File: config.mk
export PLATFORM = sky130hd
export DESIGN_NAME = tlul_mem_responder
export DESIGN_NICKNAME = d
export VERILOG_FILES = /design/src/rtl/bus_params_pkg.sv /design/src/rtl/tlul_mem_responder_pkg.sv /design/src/rtl/tlul_mem_responder_fifo.sv /design/src/rtl/tlul_mem_responder.sv
export SDC_FILE = /design/constraint.sdc
export NUM_CORES = 1
export LEC_CHECK = 0
export ABC_AREA = 1
export CAP_MARGIN = 20
export CORE_ASPECT_RATIO = 1.5
export CORE_MARGIN = 5
export CORE_UTILIZATION = 40
export DETAILED_ROUTE_END_ITERATION = 16
export PLACE_DENSITY = 0.77
export SLEW_MARGIN = 10
export SYNTH_ARGS = -nofsm -noshare
export SYNTH_HDL_FRONTEND = slang
export SYNTH_SLANG_ARGS = --single-unit
export TNS_END_PERCENT = 5
File: constraint.sdc
create_clock -name clk_i -period 2.7 [get_ports clk_i]
set_clock_uncertainty 0.15 [all_clocks]
set_input_delay 0.54 -clock clk_i [delete_from_list [all_inputs] [get_ports clk_i]]
set_output_delay 0.54 -clock clk_i [all_outputs]
set_load 0.01 [all_outputs]
File: src/rtl/bus_params_pkg.sv
// Shared bus geometry for the TL-UL fabric: address, data, source-ID and size widths.
package bus_params_pkg;

    localparam int BUS_AW  = 32;
    localparam int BUS_DW  = 32;
    localparam int BUS_DBW = BUS_DW / 8;
    localparam int BUS_AIW = 8;
    localparam int BUS_SZW = 2;

endpackage

File: src/rtl/tlul_mem_responder_pkg.sv
// Types and helpers for the TL-UL memory responder: channel opcodes, the
// buffered response record and mask helpers.
package tlul_mem_responder_pkg;

    import bus_params_pkg::*;

    typedef enum logic [2:0] {
        A_PUT_FULL    = 3'd0,
        A_PUT_PARTIAL = 3'd1,
        A_GET         = 3'd4
    } tl_a_op_e;

    typedef enum logic [2:0] {
        D_ACCESS_ACK      = 3'd0,
        D_ACCESS_ACK_DATA = 3'd1
    } tl_d_op_e;

    typedef struct packed {
        tl_d_op_e             opcode;
        logic [BUS_SZW-1:0]   size;
        logic [BUS_AIW-1:0]   source;
        logic [BUS_DW-1:0]    data;
        logic                 error;
    } resp_entry_t;

    localparam int AddrLsb = $clog2(BUS_DBW);
    localparam int RespW   = $bits(resp_entry_t);

    // Byte lanes touched by an access of 2^size bytes starting at the given lane offset.
    function automatic logic [BUS_DBW-1:0] lane_mask(input logic [BUS_SZW-1:0] size,
                                                     input logic [AddrLsb-1:0] offset);
        logic [BUS_DBW-1:0] m;
        m = '0;
        for (int i = 0; i < BUS_DBW; i++) begin
            if (i < (1 << size)) begin
                m[i] = 1'b1;
            end
        end
        return m << offset;
    endfunction

    // Replicate each byte-enable bit across its eight data bits.
    function automatic logic [BUS_DW-1:0] expand_mask(input logic [BUS_DBW-1:0] m);
        logic [BUS_DW-1:0] r;
        r = '0;
        for (int i = 0; i < BUS_DBW; i++) begin
            r[8*i +: 8] = {8{m[i]}};
        end
        return r;
    endfunction

endpackage

File: src/rtl/tlul_mem_responder_fifo.sv
// Two-entry response FIFO. Push and pop may occur in the same cycle, including
// when full, in which case the occupancy stays unchanged.
module tlul_mem_responder_fifo
    import tlul_mem_responder_pkg::*;
(
    input  logic             clk,
    input  logic             rst,
    input  logic             push,
    input  logic [RespW-1:0] push_data,
    input  logic             pop,
    output logic [RespW-1:0] head,
    output logic [1:0]       count
);

    resp_entry_t store_q [2];
    logic        wr_ptr_q;
    logic        rd_ptr_q;
    logic [1:0]  count_q;
    logic        push_ok;
    logic        pop_ok;

    // Qualify requests so a stray push into a full FIFO or pop from an empty one is ignored.
    always_comb begin
        pop_ok  = pop && (count_q != 2'd0);
        push_ok = push && ((count_q != 2'd2) || pop_ok);
    end

    // Storage, pointers and occupancy counter.
    always_ff @(posedge clk) begin
        if (rst) begin
            store_q[0] <= '0;
            store_q[1] <= '0;
            wr_ptr_q   <= 1'b0;
            rd_ptr_q   <= 1'b0;
            count_q    <= 2'd0;
        end else begin
            if (push_ok) begin
                store_q[wr_ptr_q] <= resp_entry_t'(push_data);
                wr_ptr_q          <= ~wr_ptr_q;
            end
            if (pop_ok) begin
                rd_ptr_q <= ~rd_ptr_q;
            end
            case ({push_ok, pop_ok})
                2'b10:   count_q <= count_q + 2'd1;
                2'b01:   count_q <= count_q - 2'd1;
                default: count_q <= count_q;
            endcase
        end
    end

    assign head  = store_q[rd_ptr_q];
    assign count = count_q;

endmodule

File: src/rtl/tlul_mem_responder.sv
// TL-UL device-side responder in front of a single-port word memory with
// 1-cycle read latency. Request checking is enabled by defining
// TLUL_MEM_RESPONDER_ERR_EN; otherwise every request reaches memory and the
// word index wraps modulo Depth.
module tlul_mem_responder
    import bus_params_pkg::*;
    import tlul_mem_responder_pkg::*;
#(
    parameter int Depth = 256
) (
    input  logic                     clk_i,
    input  logic                     rst_i,

    input  logic                     a_valid_i,
    output logic                     a_ready_o,
    input  logic [2:0]               a_opcode_i,
    input  logic [BUS_SZW-1:0]       a_size_i,
    input  logic [BUS_AIW-1:0]       a_source_i,
    input  logic [BUS_AW-1:0]        a_address_i,
    input  logic [BUS_DBW-1:0]       a_mask_i,
    input  logic [BUS_DW-1:0]        a_data_i,

    output logic                     d_valid_o,
    input  logic                     d_ready_i,
    output logic [2:0]               d_opcode_o,
    output logic [BUS_SZW-1:0]       d_size_o,
    output logic [BUS_AIW-1:0]       d_source_o,
    output logic [BUS_DW-1:0]        d_data_o,
    output logic                     d_error_o,

    output logic                     mem_req_o,
    output logic                     mem_we_o,
    output logic [$clog2(Depth)-1:0] mem_addr_o,
    output logic [BUS_DW-1:0]        mem_wdata_o,
    output logic [BUS_DW-1:0]        mem_wmask_o,
    input  logic [BUS_DW-1:0]        mem_rdata_i
);

    localparam int IdxW = $clog2(Depth);

    logic               accept;
    logic               req_err;
    logic               is_get;
    logic               is_put;

    logic               infl_q;
    tl_d_op_e           infl_op_q;
    logic [BUS_SZW-1:0] infl_size_q;
    logic [BUS_AIW-1:0] infl_source_q;
    logic               infl_err_q;
    logic               infl_read_q;

    resp_entry_t        live_entry;
    resp_entry_t        fifo_head;
    resp_entry_t        d_entry;
    logic [RespW-1:0]   fifo_head_bits;
    logic [1:0]         fifo_count;
    logic               fifo_empty;
    logic               fifo_push;
    logic               fifo_pop;
    logic               d_pop;
    logic [1:0]         occupancy;

    // Decode the request class and the handshake; the request slot counts buffered plus in-flight responses.
    always_comb begin
        is_get    = (a_opcode_i == A_GET);
        is_put    = (a_opcode_i == A_PUT_FULL) || (a_opcode_i == A_PUT_PARTIAL);
        occupancy = fifo_count + {1'b0, infl_q};
        a_ready_o = (occupancy < 2'd2);
        accept    = a_valid_i && a_ready_o;
    end

`ifdef TLUL_MEM_RESPONDER_ERR_EN
    logic [BUS_AW-1:0]  align_mask;
    logic [BUS_DBW-1:0] full_mask;

    // Reject malformed requests so they never touch memory and are answered with an error.
    always_comb begin
        req_err    = 1'b0;
        align_mask = (BUS_AW'(1) << a_size_i) - BUS_AW'(1);
        full_mask  = lane_mask(a_size_i, a_address_i[AddrLsb-1:0]);
        if (!is_get && !is_put) begin
            req_err = 1'b1;
        end
        if (int'(a_size_i) > AddrLsb) begin
            req_err = 1'b1;
        end
        if ((a_address_i & align_mask) != '0) begin
            req_err = 1'b1;
        end
        if ((a_address_i >> AddrLsb) >= BUS_AW'(Depth)) begin
            req_err = 1'b1;
        end
        if ((a_opcode_i == A_PUT_FULL) && (a_mask_i != full_mask)) begin
            req_err = 1'b1;
        end
        if (is_put && (a_mask_i == '0)) begin
            req_err = 1'b1;
        end
    end
`else
    logic unused_bits;

    // Without checking every request is forwarded and the word index simply wraps.
    always_comb begin
        req_err = 1'b0;
    end

    assign unused_bits = ^{a_address_i, d_entry.error};
`endif

    // Memory request is issued in the same cycle as the A handshake.
    always_comb begin
        mem_req_o   = accept && !req_err;
        mem_we_o    = mem_req_o && is_put;
        mem_addr_o  = a_address_i[AddrLsb +: IdxW];
        mem_wdata_o = a_data_i;
        mem_wmask_o = expand_mask(a_mask_i);
    end

    // Capture response metadata for the cycle in which read data returns.
    always_ff @(posedge clk_i) begin
        if (rst_i) begin
            infl_q        <= 1'b0;
            infl_op_q     <= D_ACCESS_ACK;
            infl_size_q   <= '0;
            infl_source_q <= '0;
            infl_err_q    <= 1'b0;
            infl_read_q   <= 1'b0;
        end else begin
            infl_q <= accept;
            if (accept) begin
                infl_op_q     <= is_get ? D_ACCESS_ACK_DATA : D_ACCESS_ACK;
                infl_size_q   <= a_size_i;
                infl_source_q <= a_source_i;
                infl_err_q    <= req_err;
                infl_read_q   <= is_get && !req_err;
            end
        end
    end

    // Assemble the response of the in-flight request using the memory data arriving this cycle.
    always_comb begin
        live_entry        = '0;
        live_entry.opcode = infl_op_q;
        live_entry.size   = infl_size_q;
        live_entry.source = infl_source_q;
        live_entry.error  = infl_err_q;
        if (infl_read_q) begin
            live_entry.data = mem_rdata_i;
        end else if (infl_err_q && (infl_op_q == D_ACCESS_ACK_DATA)) begin
            live_entry.data = '1;
        end else begin
            live_entry.data = '0;
        end
    end

    tlul_mem_responder_fifo u_fifo (
        .clk       (clk_i),
        .rst       (rst_i),
        .push      (fifo_push),
        .push_data (live_entry),
        .pop       (fifo_pop),
        .head      (fifo_head_bits),
        .count     (fifo_count)
    );

    assign fifo_head = resp_entry_t'(fifo_head_bits);

    // Older buffered responses go first; an in-flight response bypasses an empty FIFO so it appears one cycle after accept.
    always_comb begin
        fifo_empty = (fifo_count == 2'd0);
        d_valid_o  = !fifo_empty || infl_q;
        d_pop      = d_valid_o && d_ready_i;
        fifo_pop   = d_pop && !fifo_empty;
        fifo_push  = infl_q && !(fifo_empty && d_pop);
        d_entry    = '0;
        if (!fifo_empty) begin
            d_entry = fifo_head;
        end else if (infl_q) begin
            d_entry = live_entry;
        end
    end

    assign d_opcode_o = d_entry.opcode;
    assign d_size_o   = d_entry.size;
    assign d_source_o = d_entry.source;
    assign d_data_o   = d_entry.data;
`ifdef TLUL_MEM_RESPONDER_ERR_EN
    assign d_error_o  = d_entry.error;
`else
    assign d_error_o  = 1'b0;
`endif

endmodule

# Yosys cells after proc, flatten, opt, wreduce, memory -nomap -nowiden
# Memory sizes are Yosys's and may differ from the RTL's. A register that Yosys moved wholly into a read port is not among the register bits.
# Cells that the tools add are included.
# word_totals
reg_bits	19
inputBits	117
ramBits	90
out_inout_bits	122
n_memories	1
word_cells	53
# memory_table
memory	depth	word_bits	read_ports	rd_ports_with_merged_regs	write_ports	line_no	source
u_fifo.store_q	2	45	1	1	2	tlul_mem_responder_fifo.sv:15	resp_entry_t store_q [2];
# classes
muxes	15
n_eq_ne	5
add_sub_neg	3
bitwise	2
reduce_logical	18
order_cmp	1
# ops
operator	count
$mux 46	2
$mux 45	1
$reduce_or 45->1	1
$mux 32	1
$mux 1	10
$logic_and 1x1->1	8
$pmux 2 s2	1
$reduce_bool 2->1	2
$eq 3x1->1 const B	1
$eq 3x3->1 const B	1
$logic_not 3->1	1
$logic_or 1x1->1	3
$add 2x1->2	1
$add 2x1->2 const B	1
$eq 2x1->1 const B	1
$eq 2x2->1 const B	1
$logic_not 1->1	2
$logic_not 2->1	1
$lt 2x2->1 const B	1
$ne 2x2->1 const B	1
$not 1->1	2
$sub 2x1->2 const B	1

# Longest topological paths before layout
# logic_depth
depth_word	13
mapped_depth	10
mapped_depth_nobuf	10

# Hierarchy
# Synthesis repeated with hierarchy kept, for this count alone.
# unflattened
hier_cells	712
hier_area_um2	6522.5
# modules_own_cells
mod	cells_per_inst	n_inst	seq_area_each_um2	area_each_um2
tlul_mem_responder_fifo	329	1	2862.7	4334.2
tlul_mem_responder	383	1	240.2	2188.3

# Worst setup path before layout
# OpenSTA, ideal clock, no wires.
# synth_timing
kind	in2reg
startpoint	input port d_ready_i
endpoint	memory u_fifo.store_q[0][0] in the netlist's numbering (enable)
arrival_time_ps	2021
required_ps	2149
slack_ps	128
n_path_buf	1
path_stages	6
path_cell_list	inv_1 -> nand2_1 -> nand2_4 -> nand4_4 -> buf_6 -> nand2_1
# synth_rtl
item	line_no	source
from (decl)	tlul_mem_responder.sv:24	input logic d_ready_i,
to (decl)	tlul_mem_responder_fifo.sv:15	

# Final worst setup path
# layout_timing
startpoint	register u_fifo.count_q[1] (netlist: u_fifo.count[1])
endpoint	output port d_source_o[0]
# layout_via
elab_chain_len	2
# layout_lines
item	line_no	source
from (decl)	tlul_mem_responder_fifo.sv:18	logic [1:0] count_q;
from (signal assigned)	tlul_mem_responder_fifo.sv:45	2'b10: count_q <= count_q + 2'd1;
from (signal assigned)	tlul_mem_responder_fifo.sv:46	2'b01: count_q <= count_q - 2'd1;
from (signal assigned)	tlul_mem_responder_fifo.sv:47	default: count_q <= count_q;
$logic_not 2->1	tlul_mem_responder.sv:172	fifo_empty = (fifo_count == 2'd0);
$mux 46	tlul_mem_responder.sv:178	if (!fifo_empty) begin
to (decl)	tlul_mem_responder.sv:27	output logic [BUS_AIW-1:0] d_source_o,
# Every way passes these cells.

==> impl_metrics.csv <==
group,metric,value,unit
route,vias,4147,
clock_tree,post_cts_buffers,0,
synthesis,synth-compound-area-share,0.0968,
global_routing,antenna_found_initial,0,
floorplan,dieArea,16200,sq um
global_routing,grt_overflow_total,0,
status,status,"complete, no violations",
worst_setup_path,reg2reg_depth,9,
synthesis,synth_top_family_by_area,"simple AND/OR/NAND/NOR gates",
clock_tree,clk_latency,0.34,ns
sta,whs,0.305,ns
clock_tree,cts-root-buf,"clkbuf_16",
floorplan,fp.coreArea,13500,sq um
worst_setup_path,reg2reg_slack,0.79,ns
final_layout,fin_area,6460,sq um
min_path,min_path_type,"register to register",
power_and_ir_drop,power,4.07,mW
placement,gp_congestion,0.793,
sta,rsz0062_at_grt,"true",
synthesis,synthDistinctLibCells,28,
synthesis,synthMuxAreaShare,0,
sta,setup_tns,0,ns
synthesis,synth_simple_gate_area_share,0.190,
worst_setup_path,rr_startpoint,"u_fifo.count[0]",
floorplan,io_pins,239,
worst_setup_path,critical_path.cell_chain,"nor2_2 > buf_6 > a21oi_1 > a22oi_1 > clkdlybuf4s50_1",
worst_setup_path,end_kind,"output pin",
worst_setup_path,cp_num_buf_inv,2,
sta,timing.final.hold_violations,0,
clock_tree,htree_num_levels,3,
clock_tree,hold_buffers,0,
worst_setup_path,timing.rr.end,"u_fifo.count[1]",
final_layout,syn_to_final_growth,17.6,%
route,vias_per_cell,5.23,
worst_setup_path,cp.depth,5,
worst_setup_path,critPathMaxFanout,22,
power_and_ir_drop,ir_worst_vdd,0.000266,V
power_and_ir_drop,power.internal,2.89,mW
synthesis,yosysWarningCount,0,
final_layout,final_nets,744,
placement,dp.cells,776,
placement,io_buffers,95,
worst_setup_path,required,2.01,ns
clock_tree,cts.clk_slew.worst_paths,0.07,ns
sta,min_period,2.66,ns
power_and_ir_drop,power.share.switching,0.290,
worst_setup_path,cpPeakStageDelay,0.60,ns
floorplan,start_util,0.408,
synthesis,synth_fa_ha_area_frac,0.00228,
sta,fmax,377,MHz
flow_run,maxCapViolations,0,
placement,dp_slack,0.0948,ns
worst_setup_path,cp_slowest_cell,"clkdlybuf4s50_1",
worst_setup_path,crit_start,"u_fifo.count[1]",
synthesis,synth_seq_cells,103,
route,drt_pre_antenna_iters,5,
power_and_ir_drop,sequentialPowerShare,0.454,
route,drt_iter0_markers,277,
power_and_ir_drop,p_clk_frac,0.303,
worst_setup_path,critPathKind,"register to output pin",
route,wl,14.3,mm
sta,setup_viol,0,
floorplan,die_y,154,um
worst_setup_path,arrival,1.97,ns
placement,place_area,6110,sq um
clock_tree,cts_tree,"yes",
route,drc,0,
synthesis,seq_area_frac_synth,0.532,
synthesis,async_reset_ff_frac,0,
synthesis,synth_cells,606,
sta,final.setup.worst_slack,0.0443,ns
global_routing,grt.total_usage,0.173,
route,wl_per_cell,18.1,um
sta,post-route-period-util,0.984,
synthesis,ys.flop_type,"edfxtp_1",
worst_setup_path,endpoint,"d_source_o[0]",
synthesis,synthXorXnorAreaFrac,0,
power_and_ir_drop,leakage,2.59,nW
floorplan,rows,52,
global_routing,grt_pass1_wl,21.9,mm
global_routing,grt_max_degree,35,
power_and_ir_drop,p_sw,1.18,mW
worst_setup_path,path_delay_family,"buffers and inverters",
clock_tree,cts_made_buffers,9,
power_and_ir_drop,comb_power_share,0.243,
clock_tree,clock-sinks,103,
synthesis,avgSynthCellArea,9.06,sq um
final_layout,finish.utilization,0.479,
worst_setup_path,critPathLaunchType,"register",
synthesis,synth-edff-count,86,
final_layout,antenna_cells,0,
route,ant_nets,0,
final_layout,stdcell_count,793,
power_and_ir_drop,pwr_density_cell,631,nW/um^2
floorplan,die_x,106,um
global_routing,grt_pass1_vias,4282,
clock_tree,cts_buffer_depth,2,
synthesis,synthesis.area,5490,sq um
placement,dp_hpwl,9.46,mm
final_layout,drive_above_1_share,0.0998,
sta,report.final.slew_viol_count,0,
==> metal layers <==
layer | global-route usage | wire (um)
met1 | 0.181 | 4970
met2 | 0.301 | 7340
met3 | 0.0398 | 1100
met4 | 0.125 | 916
met5 | 0 | 0
==> synthesized netlist by cell type (all sizes together) (2+ instances only) <==
| library cell | n | area (sq um) |
|---|---|---|
| nor2 | 144 | 573 |
| buf | 91 | 697 |
| edfxtp | 86 | 2580 |
| nand2 | 80 | 318 |
| inv | 53 | 199 |
| o21ai | 36 | 180 |
| o22ai | 32 | 200 |
| clkbuf | 19 | 71.3 |
| dfxtp | 17 | 340 |
| a21oi | 14 | 70.1 |
| a22oi | 10 | 75.1 |
| nand3b | 10 | 75.1 |
| nand3 | 4 | 20.0 |
| nand4 | 3 | 48.8 |
| clkinv | 2 | 7.51 |
==> repair_timing <==
item                                    4_1_cts  5_1_grt
cloned                                        1        0
pin swaps                                     1        0
endpoints found under the setup margin       36       16
gates resized for setup                       6       12
==> sequential cells by signal, indices dropped and copies added, names as in the netlist, named ones only <==
signal	flops
infl_size_q	2
infl_source_q	8
u_fifo.count	2
u_fifo.wr_ptr_q	1
u_fifo.store_q	86
u_fifo.rd_ptr_q	1
infl_read_q	1
infl_q	1
==> power groups by stage <==
stage	Sequential (mW)	Clock [mW]	Combinational [mW]
floorplan	1.87	0	0.600
global placement	1.87	0	0.954
detailed placement	1.88	0	0.971
finish	1.85	1.23	0.989
global route	1.86	1.32	1.07
CTS	1.85	1.25	1.00
==> cell families after synthesis <==
| kind of cell | count (synthesis) |
|---|---|
| AND/OR/NAND/NOR | 243 |
| buffers and inverters | 165 |
| flip-flops | 103 |
| AO/OA/AOI/OAI | 93 |
| adder cells (fa/ha/maj) | 1 |
| other | 1 |
==> layout by cell type, fill, tap and decap left out, drive strengths merged <==
cell	Yosys	layout
nor2	144	144
edfxtp	86	86
clkdlybuf4s50	0	84
nand2	80	81
inv	53	56
o21ai	36	36
o22ai	32	32
buf	91	21
dfxtp	17	17
a21oi	14	14
a22oi	10	10
nand3b	10	10
dlymetal6s2s	0	10
clkbuf	19	9
clkinv	2	5
nand3	4	4
conb	1	3
nand4	3	3
nor3	1	1
or2	1	1
a31oi	1	1
ha	1	1
clkinvlp	0	1
dlygate4sd2	0	1
==> how the worst min path moves through the flow <==
stage | cells after the start | from | to | slack (ns)
final | 1 | u_fifo.rd_ptr_q | register | 0.31
after floorplan | 1 | u_fifo.rd_ptr_q | register | 0.28
after detailed placement | 1 | u_fifo.rd_ptr_q | register | 0.29
after global routing | 1 | u_fifo.rd_ptr_q | u_fifo.rd_ptr_q | 0.33
after global placement | 1 | u_fifo.rd_ptr_q | register | 0.29
after CTS | 1 | u_fifo.rd_ptr_q | register | 0.31
==> layout make-up <==
type	instances	area [sq um]
tap	162	203
clock buffer	9	225
multi-input combinational	341	1640
inverter	55	206
sequential	103	2930
clock inverter	7	56.3
timing repair buffer	116	1210
fill	1233	7010
==> worst reg2reg max path: stages, from the launching register on <==
cell	delay, ns
dfxtp_2	0.39
inv_2	0.14
nand2_8	0.16
nand2_2	0.08
nand2_4	0.09
nand2_1	0.08
ha_1	0.19
or2_2	0.28
a31oi_1	0.16
nor2_1	0.06
Note: power is estimated with default switching activity, not from simulation.
